--- src/rtl/uart_tx_ctrl.sv ---
// UART transmit sequencer: start bit, DATA_WIDTH data bits LSB first, optional parity, STOP_BITS stop bits.
// Define UART_TX_PARITY_EN to compile in the parity bit (PARITY_ODD selects odd parity).
module uart_tx_ctrl #(
    parameter int CLKS_PER_BIT = 434,
    parameter int DATA_WIDTH   = 8,
    parameter int STOP_BITS    = 1,
    parameter int PARITY_ODD   = 0
) (
    input  logic                  clock,
    input  logic                  reset,
    input  logic [DATA_WIDTH-1:0] tx_data,
    input  logic                  tx_valid,
    output logic                  tx_ready,
    output logic                  tx,
    output logic                  busy,
    output logic                  tx_done
);

    localparam int BAUD_W = $clog2(CLKS_PER_BIT);
    localparam int BIT_W  = $clog2(DATA_WIDTH + 1);

    localparam logic [BAUD_W-1:0] BAUD_LAST = BAUD_W'(CLKS_PER_BIT - 1);
    localparam logic [BIT_W-1:0]  DATA_LAST = BIT_W'(DATA_WIDTH - 1);
    localparam logic [BIT_W-1:0]  STOP_LAST = BIT_W'(STOP_BITS - 1);

    if (CLKS_PER_BIT < 2 || DATA_WIDTH < 5 || DATA_WIDTH > 9 ||
        !(STOP_BITS inside {1, 2}) || !(PARITY_ODD inside {0, 1})) begin : g_bad_params
        $error("uart_tx_ctrl: illegal parameter value");
    end

    typedef enum logic [2:0] {
        S_IDLE,
        S_START,
        S_DATA,
        S_PARITY,
        S_STOP
    } state_t;

    state_t                state, state_next;
    logic [BAUD_W-1:0]     baud_cnt, baud_next;
    logic [BIT_W-1:0]      bit_cnt, bit_next;
    logic [DATA_WIDTH-1:0] shreg, shreg_next;
    logic                  tx_next;
    logic                  done_next;
    logic                  bit_end;
`ifdef UART_TX_PARITY_EN
    logic                  parity_bit, parity_next;
`endif

    // NOTE: every variable gets a default before the case so no path leaves one unassigned (no latches).
    always_comb begin
        state_next = state;
        baud_next  = '0;
        bit_next   = bit_cnt;
        shreg_next = shreg;
        done_next  = 1'b0;
        bit_end    = (baud_cnt == BAUD_LAST);
`ifdef UART_TX_PARITY_EN
        parity_next = parity_bit;
`endif

        if (state != S_IDLE) begin
            baud_next = bit_end ? '0 : baud_cnt + 1'b1;
        end

        case (state)
            S_IDLE: begin
                if (tx_valid) begin
                    shreg_next = tx_data;
                    state_next = S_START;
`ifdef UART_TX_PARITY_EN
                    parity_next = (PARITY_ODD != 0) ? ~^tx_data : ^tx_data;
`endif
                end
            end
            S_START: begin
                if (bit_end) state_next = S_DATA;
            end
            S_DATA: begin
                if (bit_end) begin
                    shreg_next = shreg >> 1;
                    if (bit_cnt == DATA_LAST) begin
                        bit_next = '0;
`ifdef UART_TX_PARITY_EN
                        state_next = S_PARITY;
`else
                        state_next = S_STOP;
`endif
                    end else begin
                        bit_next = bit_cnt + 1'b1;
                    end
                end
            end
`ifdef UART_TX_PARITY_EN
            S_PARITY: begin
                if (bit_end) state_next = S_STOP;
            end
`endif
            S_STOP: begin
                if (bit_end) begin
                    if (bit_cnt == STOP_LAST) begin
                        bit_next   = '0;
                        state_next = S_IDLE;
                        done_next  = 1'b1;
                    end else begin
                        bit_next = bit_cnt + 1'b1;
                    end
                end
            end
            default: begin
                state_next = S_IDLE;
                bit_next   = '0;
            end
        endcase

        // tx is registered, so it is derived from the state and shift register being entered.
        case (state_next)
            S_START: tx_next = 1'b0;
            S_DATA:  tx_next = shreg_next[0];
`ifdef UART_TX_PARITY_EN
            S_PARITY: tx_next = parity_next;
`endif
            default: tx_next = 1'b1;
        endcase
    end

    // NOTE: sequential state uses non-blocking assignments so all registers update from pre-edge values.
    always_ff @(posedge clock) begin
        if (reset) begin
            state    <= S_IDLE;
            baud_cnt <= '0;
            bit_cnt  <= '0;
            shreg    <= '0;
            tx       <= 1'b1;
            tx_done  <= 1'b0;
`ifdef UART_TX_PARITY_EN
            parity_bit <= 1'b0;
`endif
        end else begin
            state    <= state_next;
            baud_cnt <= baud_next;
            bit_cnt  <= bit_next;
            shreg    <= shreg_next;
            tx       <= tx_next;
            tx_done  <= done_next;
`ifdef UART_TX_PARITY_EN
            parity_bit <= parity_next;
`endif
        end
    end

    assign tx_ready = (state == S_IDLE);
    assign busy     = (state != S_IDLE);

endmodule

--- config.mk ---
export PLATFORM = sky130hd
export DESIGN_NAME = uart_tx_ctrl
export DESIGN_NICKNAME = d
export VERILOG_FILES = /design/src/rtl/uart_tx_ctrl.sv
export SDC_FILE = /design/constraint.sdc
export NUM_CORES = 1
export LEC_CHECK = 0
export ABC_AREA = 0
export BUFFER_PORTS_ARGS = -buffer_cell sky130_fd_sc_hd__buf_2
export CELL_PAD_IN_SITES_DETAIL_PLACEMENT = 0
export CELL_PAD_IN_SITES_GLOBAL_PLACEMENT = 2
export CORE_AREA = 2 2 84 54
export DETAILED_ROUTE_END_ITERATION = 8
export DIE_AREA = 0 0 86 56
export GPL_ROUTABILITY_DRIVEN = 0
export PLACE_DENSITY = 0.71
export SETUP_SLACK_MARGIN = 0.15
export SYNTH_ARGS = -nofsm -noshare
export SYNTH_HDL_FRONTEND = slang
export SYNTH_SLANG_ARGS = --single-unit
--- constraint.sdc ---
create_clock -name clock -period 1.75 [get_ports clock]
set_clock_uncertainty 0.05 [all_clocks]
set_input_delay 0.175 -clock clock [delete_from_list [all_inputs] [get_ports clock]]
set_output_delay 0.175 -clock clock [all_outputs]
set_load 0.02 [all_outputs]
==> results of run 1 <==
[worst max-delay path, cell delays in order, from the launching register on]
cell and delay (ns):
sky130_fd_sc_hd__dfxtp_2 0.35, sky130_fd_sc_hd__inv_2 0.04, sky130_fd_sc_hd__ha_4 0.14, sky130_fd_sc_hd__and4b_2 0.24, sky130_fd_sc_hd__and3_4 0.20, sky130_fd_sc_hd__a22o_1 0.21
sky130_fd_sc_hd__o31ai_2 0.17, sky130_fd_sc_hd__nand3b_1 0.11
[per-layer routing]
layer | vias to the layer above | GRT usage, %
li1 | 527 | -
met1 | 483 | 17.5
met2 | 24 | 17.1
met3 | 2 | 4.15
met4 | 0 | 1.36
met5 | - | 0
[metrics by stage]
stage               setup slack (ns)  hold WS (ns)  instances
floorplan                      0.113         0.261        137
global placement              0.0934         0.367        201
detailed placement            0.0467         0.377        201
CTS                            0.101        0.0765        208
global route                  0.0359        0.0990        210
finish                         0.124        0.0999        210
[placed cells by master (no fill, tap or decap), drive strengths merged, types with 2 or more instances in the layout]
cell,instances
nor3,3
a21oi,13
clkbuf,3
nor3b,3
nor2,19
buf,24
a22oi,6
xor2,3
ha,4
or3b,2
nand3,7
and2,2
dfxtp,26
and3,2
nand2,15
inv,4
xnor2,4
o21ai,2
a32oi,2
[cell families after synthesis]
family | count (synthesis) | share of synthesized area [%]
fa+ha+maj | 4 | 4.11
xor+xnor | 7 | 5.04
compound gates | 28 | 15.2
buf+inv | 9 | 3.80
flops | 26 | 42.8
simple gates | 63 | 29.1
[registers in the layout (all words and copies together), names as in the netlist]
| register | count |
|---|---|
| baud_cnt | 9 |
| shreg | 8 |
| bit_cnt | 4 |
| state | 3 |
| tx | 1 |
| tx_done | 1 |
[power groups by stage]
stage | sequential [W] | clock, W | combinational (W)
final | 0.000622 | 0.000505 | 0.000108
after global routing | 0.000625 | 0.000554 | 0.000121
after CTS | 0.000621 | 0.000522 | 0.000100
after detailed placement | 0.000634 | 0 | 0.0000970
after global placement | 0.000634 | 0 | 0.0000944
after floorplan | 0.000635 | 0 | 0.0000606
[path summary, 6_finish.rpt]
kind | slack [ns] | startpoint | endpoint | cells after the start
setup / recovery | 0.12 | baud_cnt[1]$_SDFF_PP0_ | tx$_SDFF_PP1_ | 7
hold / removal | 0.1 | tx_data[7] | shreg[7]$_SDFFE_PP0P_ | 3
setup reg to reg | 0.12 | baud_cnt[1]$_SDFF_PP0_ | tx$_SDFF_PP1_ | 7
hold reg to reg | 0.41 | shreg[1]$_SDFFE_PP0P_ | shreg[1]$_SDFFE_PP0P_ | 2
[final cells by class]
class	instances	area [um^2]	share of cell area (%)
Multi-Input combinational cell	102	723	46.7
Sequential cell	26	529	34.1
Timing Repair Buffer	24	149	9.60
Tap cell	50	62.6	4.04
Clock buffer	3	41.3	2.66
Clock inverter	1	30.0	1.94
Inverter	4	15.0	0.969
[what timing repair did]
action	in CTS	in global routing
endpoints found under the setup margin	20	20
resized for setup	5	21
pin swaps	3	7
setup buffers	3	2
==> load_flow_metrics.sql, run 1 <==
INSERT INTO impl_metrics (metric_group, metric, value, unit) VALUES
('outcome', 'status', 'finished clean', ''),
('critical_path', 'critical_path.startpoint_type', 'flip-flop', ''),
('timing', 'grt_setup_unrepaired', 'true', ''),
('route', 'via_count', '1036', ''),
('power_and_ir_drop', 'irDropWorstVdd', '382', 'uV'),
('timing', 'tns', '0', 'ns'),
('cts', 'worst_skew_pair.late_latency', '0.27', 'ns'),
('route', 'detailroute.wirelength.met2', '1.09', 'mm'),
('critical_path', 'end_kind', 'flip-flop', ''),
('route', 'drc', '0', ''),
('route', 'dr_vias_cell', '4.93', ''),
('grt', 'antenna_found_initial', '0', ''),
('cts', 'clock_tree.root_cell', 'sky130_fd_sc_hd__clkbuf_8', ''),
('logic_synthesis', 'synth_enable_flop_cells', '0', ''),
('power_and_ir_drop', 'power.share.combinational', '8.8', '%'),
('cts', 'clk_transition_reported_paths', '0.10', 'ns'),
('route', 'top_layer', 'met4', ''),
('timing', 'maxSlewHeadroom', '78.0', '%'),
('logic_synthesis', 'ys_top_cells_by_count', 'sky130_fd_sc_hd__dfxtp_1 (26), sky130_fd_sc_hd__nor2_1 (18), sky130_fd_sc_hd__nand2_1 (15)', ''),
('logic_synthesis', 'netlist_instances', '137', ''),
('route', 'routed_wire_length_per_instance', '13.0', 'um'),
('final_layout', 'finalInstanceArea', '1550', 'um^2'),
('placement', 'place.port_buffers', '14', ''),
('cts', 'ctsHtreeMaxLevel', '1', ''),
('logic_synthesis', 'yosys.cell_count.top_type', 'sky130_fd_sc_hd__dfxtp_1', ''),
('route', 'finalWirelength', '2.73', 'mm'),
('critical_path', 'crit_required', '1.86', 'ns'),
('route', 'route.layer.met1.wl', '1.50', 'mm'),
('grt', 'grt_start_max_net_pins', '19', ''),
('floorplan', 'height_of_the_chip', '56', 'um'),
('timing', 'final_hold_viol_count', '0', ''),
('run', 'timing.max_cap.violations', '0', ''),
('timing', 'tightest_slew', '0.328', 'ns'),
('timing', 'timing_max_transition_violations_final', '0', ''),
('cts', 'cts_sinks', '26', ''),
('logic_synthesis', 'ys_seq_elements', '26', ''),
('timing', 'setup_viol_count_final', '0', ''),
('min_path', 'holdCritPathClass', 'input pin to flip-flop', ''),
('power_and_ir_drop', 'total_power', '0.00124', 'W'),
('floorplan', 'die_w', '86', 'um'),
('logic_synthesis', 'yosys_most_used_dff', 'sky130_fd_sc_hd__dfxtp_1', ''),
('final_layout', 'final_layout_size_suffix_gt1_share', '36.3', '%'),
('grt', 'grt_first_pass_wirelength', '4.56', 'mm'),
('power_and_ir_drop', 'switchingPower', '0.000272', 'W'),
('critical_path', 'crit_path_max_fanout', '8', ''),
('cts', 'cts_hold_buffers', '0', ''),
('floorplan', 'start_util', '30.5', '%'),
('final_layout', 'antenna_cells', '0', ''),
('route', 'postRouteAntennaNets', '0', ''),
('logic_synthesis', 'synth_cell_type_count', '40', ''),
('power_and_ir_drop', 'power.sequential.fraction', '50.4', '%'),
('final_layout', 'postLayoutCoreUtil', '38.9', '%'),
('final_layout', 'syn_to_final_growth', '27.3', '%'),
('grt', 'first_global_vias', '982', ''),
('power_and_ir_drop', 'power-per-cell-area', '797', 'nW/um^2'),
('final_layout', 'filler_cell_count', '392', ''),
('logic_synthesis', 'synth.top_cells.by_area', 'sky130_fd_sc_hd__dfxtp_1 (43%), sky130_fd_sc_hd__nor2_1 (5.5%), sky130_fd_sc_hd__a21oi_1 (5.3%), sky130_fd_sc_hd__nand2_1 (4.6%), sky130_fd_sc_hd__ha_1 (4.1%)', ''),
('floorplan', 'core_region_area', '3990', 'um^2'),
('timing', 'fmax_achieved', '615', 'MHz'),
('logic_synthesis', 'yosysSeqAreaShare', '42.8', '%'),
('power_and_ir_drop', 'internal_power', '0.000964', 'W'),
('critical_path', 'setup.worst_path.class', 'flip-flop to flip-flop', ''),
('placement', 'placed_area', '1360', 'um^2'),
('floorplan', 'placementRows', '18', ''),
('timing', 'period_minus_slack', '1.63', 'ns'),
('power_and_ir_drop', 'power_frac_clock', '40.9', '%'),
('route', 'drt_pass1_iterations', '4', ''),
('final_layout', 'finalNetCount', '176', ''),
('floorplan', 'design.portCount', '15', ''),
('cts', 'cts_tree', 'built', ''),
('cts', 'cts.path.max_buffers', '2', '');
No activity file was read; power rests on OpenSTA's default activity.
==> inputs of run 2 (changes only) <==
--- a/config.mk
+++ b/config.mk
@@ -6,14 +6,14 @@
 export NUM_CORES = 1
 export LEC_CHECK = 0
 export ABC_AREA = 0
-export BUFFER_PORTS_ARGS = -buffer_cell sky130_fd_sc_hd__buf_2
 export CELL_PAD_IN_SITES_DETAIL_PLACEMENT = 0
 export CELL_PAD_IN_SITES_GLOBAL_PLACEMENT = 2
-export CORE_AREA = 2 2 84 54
+export CORE_AREA = 2 2 82 53
 export DETAILED_ROUTE_END_ITERATION = 8
-export DIE_AREA = 0 0 86 56
+export DIE_AREA = 0 0 84 55
+export DONT_BUFFER_PORTS = 1
 export GPL_ROUTABILITY_DRIVEN = 0
-export PLACE_DENSITY = 0.71
+export PLACE_DENSITY = 0.68
 export SETUP_SLACK_MARGIN = 0.15
 export SYNTH_ARGS = -nofsm -noshare
 export SYNTH_HDL_FRONTEND = slang
==> load_flow_metrics.sql, run 2 (synthesis gave the netlist of run 1 again) <==
INSERT INTO impl_metrics (metric_group, metric, value, unit) VALUES
('power_and_ir_drop', 'irDropWorstVdd', '358', 'uV'),
('power_and_ir_drop', 'power.share.switching', '21.5', '%'),
('final_layout', 'flip_flop_count_of_the_largest_register_all_copies_and_words_added', '9', ''),
('outcome', 'status', 'finished, violations left', ''),
('critical_path', 'end_kind', 'flip-flop', ''),
('grt', 'antenna_found_initial', '0', ''),
('timing', 'tns', '0', 'ns'),
('final_layout', 'largestRegisters', 'baud_cnt: 9 flops, shreg: 8 flops, bit_cnt: 4 flops', ''),
('route', 'via_count', '972', ''),
('floorplan', 'core_region_area', '3900', 'um^2'),
('timing', 'maxSlewHeadroom', '73.8', '%'),
('timing', 'final_hold_viol_count', '16', ''),
('floorplan', 'die_w', '84', 'um'),
('placement', 'post_dp_hpwl', '1.90', 'mm'),
('floorplan', 'start_util', '31.2', '%'),
('power_and_ir_drop', 'internal_power', '0.000957', 'W'),
('power_and_ir_drop', 'power-per-cell-area', '813', 'nW/um^2'),
('critical_path', 'crit_path_max_fanout', '4', ''),
('critical_path', 'reg2reg_setup_slack', '0.1', 'ns'),
('final_layout', 'commonest_non_fill_non_tap_cell_in_the_layout', 'sky130_fd_sc_hd__dfxtp_1', ''),
('cts', 'clk_transition_reported_paths', '0.09', 'ns'),
('power_and_ir_drop', 'power.share.combinational', '7.2', '%'),
('cts', 'clock_tree.root_cell', 'sky130_fd_sc_hd__clkbuf_8', ''),
('min_path', 'hold_path.startpoint', 'reset', ''),
('grt', 'grt_first_pass_wirelength', '4.45', 'mm'),
('grt', 'gr-usage-all-layers', '12.6', '%'),
('placement', 'dp.cells', '187', ''),
('cts', 'worst_skew_pair.late_latency', '0.27', 'ns'),
('route', 'dr_vias_cell', '4.96', ''),
('critical_path', 'logic_depth_of_the_worst_register_to_register_path', '7', ''),
('critical_path', 'crit_required', '1.92', 'ns'),
('critical_path', 'crit_chain', 'inv_2 -> ha_4 -> and4b_2 -> and3_4 -> buf_6 -> or3b_4 -> a21oi_2', ''),
('placement', 'place.port_buffers', '0', ''),
('floorplan', 'design.portCount', '15', ''),
('route', 'drc', '0', ''),
('critical_path', 'worstPathArrival', '1.82', 'ns'),
('grt', 'first_global_vias', '918', ''),
('timing', 'timing_max_transition_violations_final', '0', ''),
('power_and_ir_drop', 'switchingPower', '0.000263', 'W'),
('critical_path', 'top_delay_family_on_crit_path', 'simple AND/OR/NAND/NOR gates', ''),
('timing', 'tightest_slew', '0.392', 'ns'),
('run', 'timing.max_cap.violations', '0', ''),
('min_path', 'min_to', 'shreg[1]$_SDFFE_PP0P_', ''),
('route', 'postRouteAntennaNets', '0', ''),
('route', 'routed_wire_length_per_instance', '14.0', 'um'),
('power_and_ir_drop', 'total_leakage_power', '0.510', 'nW'),
('route', 'finalWirelength', '2.74', 'mm'),
('critical_path', 'reg2reg_from', 'baud_cnt[1]$_SDFF_PP0_', ''),
('final_layout', 'largest-register', 'baud_cnt', ''),
('power_and_ir_drop', 'power.sequential.fraction', '51.4', '%'),
('min_path', 'worst_hold_path.num_cells', '1', ''),
('critical_path', 'crit-reg2reg-capture', 'shreg[7]$_SDFFE_PP0P_', ''),
('floorplan', 'placementRows', '18', ''),
('min_path', 'holdCritPathClass', 'input pin to flip-flop', ''),
('final_layout', 'syn_to_final_growth', '23.3', '%'),
('cts', 'cts_tree', 'built', ''),
('timing', 'fmax_achieved', '605', 'MHz'),
('cts', 'cts.path.max_buffers', '2', ''),
('final_layout', 'postLayoutCoreUtil', '38.5', '%'),
('grt', 'residual_overflow_from_global_routing', '0', ''),
('timing', 'grt_setup_unrepaired', 'true', ''),
('critical_path', 'setup.worst_path.class', 'flip-flop to flip-flop', ''),
('critical_path', 'critical_path.startpoint_type', 'flip-flop', ''),
('final_layout', 'stdcell_count', '196', ''),
('final_layout', 'mostFrequentLayoutCells', 'sky130_fd_sc_hd__dfxtp_1 (21), sky130_fd_sc_hd__nor2_1 (18), sky130_fd_sc_hd__nand2_1 (11), sky130_fd_sc_hd__buf_4 (8)', ''),
('floorplan', 'design.die.area', '4620', 'um^2'),
('cts', 'cts_made_buffers', '3', ''),
('timing', 'period_minus_slack', '1.65', 'ns'),
('route', 'detailedRoute.firstIterationViolations', '66', ''),
('timing', 'setup_viol_count_final', '0', ''),
('floorplan', 'height_of_the_chip', '55', 'um'),
('cts', 'ctsHtreeMaxLevel', '1', ''),
('final_layout', 'finalNetCount', '162', ''),
('critical_path', 'critical-path-slowest-cell', 'sky130_fd_sc_hd__or3b_4', ''),
('power_and_ir_drop', 'total_power', '0.00122', 'W'),
('power_and_ir_drop', 'power_frac_clock', '41.4', '%'),
('timing', 'finalHoldWorstSlack', '-0.101', 'ns'),
('timing', 'fin_crit_sh', '94.5', '%'),
('final_layout', 'final_layout_size_suffix_gt1_share', '31.5', '%'),
('critical_path', 'worst_path_largest_cell_delay', '0.36', 'ns'),
('route', 'drt_pass1_iterations', '4', ''),
('outcome', 'failing_checks', 'negative hold slack', ''),
('grt', 'grt_start_max_net_pins', '20', ''),
('cts', 'cts_sinks', '26', ''),
('final_layout', 'antenna_cells', '0', ''),
('critical_path', 'critical_path.n_buffers_inverters', '2', '');
run 2: how the worst max path moves through the flow:
stage / slack [ns] / from / endpoint / depth (start not counted)
5_1_grt: 0.03 / baud_cnt[1]$_SDFF_PP0_ / shreg[7]$_SDFFE_PP0P_ / 7
2_1_floorplan: 0.11 / baud_cnt[1]$_SDFF_PP0_ / tx$_SDFF_PP1_ / 8
4_1_cts: 0.10 / baud_cnt[1]$_SDFF_PP0_ / tx$_SDFF_PP1_ / 7
3_3_place_gp: 0.08 / baud_cnt[1]$_SDFF_PP0_ / tx$_SDFF_PP1_ / 7
6_report: 0.1 / baud_cnt[1]$_SDFF_PP0_ / shreg[7]$_SDFFE_PP0P_ / 7
3_5_place_dp: 0.03 / baud_cnt[1]$_SDFF_PP0_ / baud_cnt[5]$_SDFF_PP0_ / 6
run 2: metal layers:
layer	vias to the layer above	share of wire, %	global-route usage (%)
met4	0	0.29	3.23
li1	499	-	-
met3	2	5.5	4.30
met5	-	0	0
met2	21	44	21.1
met1	450	50	15.9
run 2: timing repair:
action	4_1_cts	5_1_grt
hold endpoints to repair	16	16
pin swaps	4	14
endpoints found under the setup margin	16	23
setup buffers	4	1
gates resized for setup	11	19
run 2: area by class of cell:
class | instances | area [um^2]
Fill cell | 401 | 2390
Multi-Input combinational cell | 102 | 743
Sequential cell | 26 | 527
Timing Repair Buffer | 10 | 82.6
Tap cell | 50 | 62.6
Clock buffer | 3 | 41.3
Clock inverter | 1 | 30.0
Inverter | 4 | 15.0
run 2: metrics by stage:
stage	setup WS [ns]	instance area [um^2]
3_5_place_dp	0.0283	1290
4_1_cts	0.102	1430
3_3_place_gp	0.0776	1290
2_1_floorplan	0.113	1220
5_1_grt	0.0265	1500
6_report	0.0968	1500
run 2: power by group through the flow:
stage          registers (W)  clock network [W]  logic [W]
2_1_floorplan       0.000635                  0  0.0000606
3_3_place_gp        0.000637                  0  0.0000699
3_5_place_dp        0.000638                  0  0.0000707
4_1_cts             0.000625           0.000522  0.0000765
5_1_grt             0.000629           0.000558  0.0000975
6_report            0.000627           0.000505  0.0000880
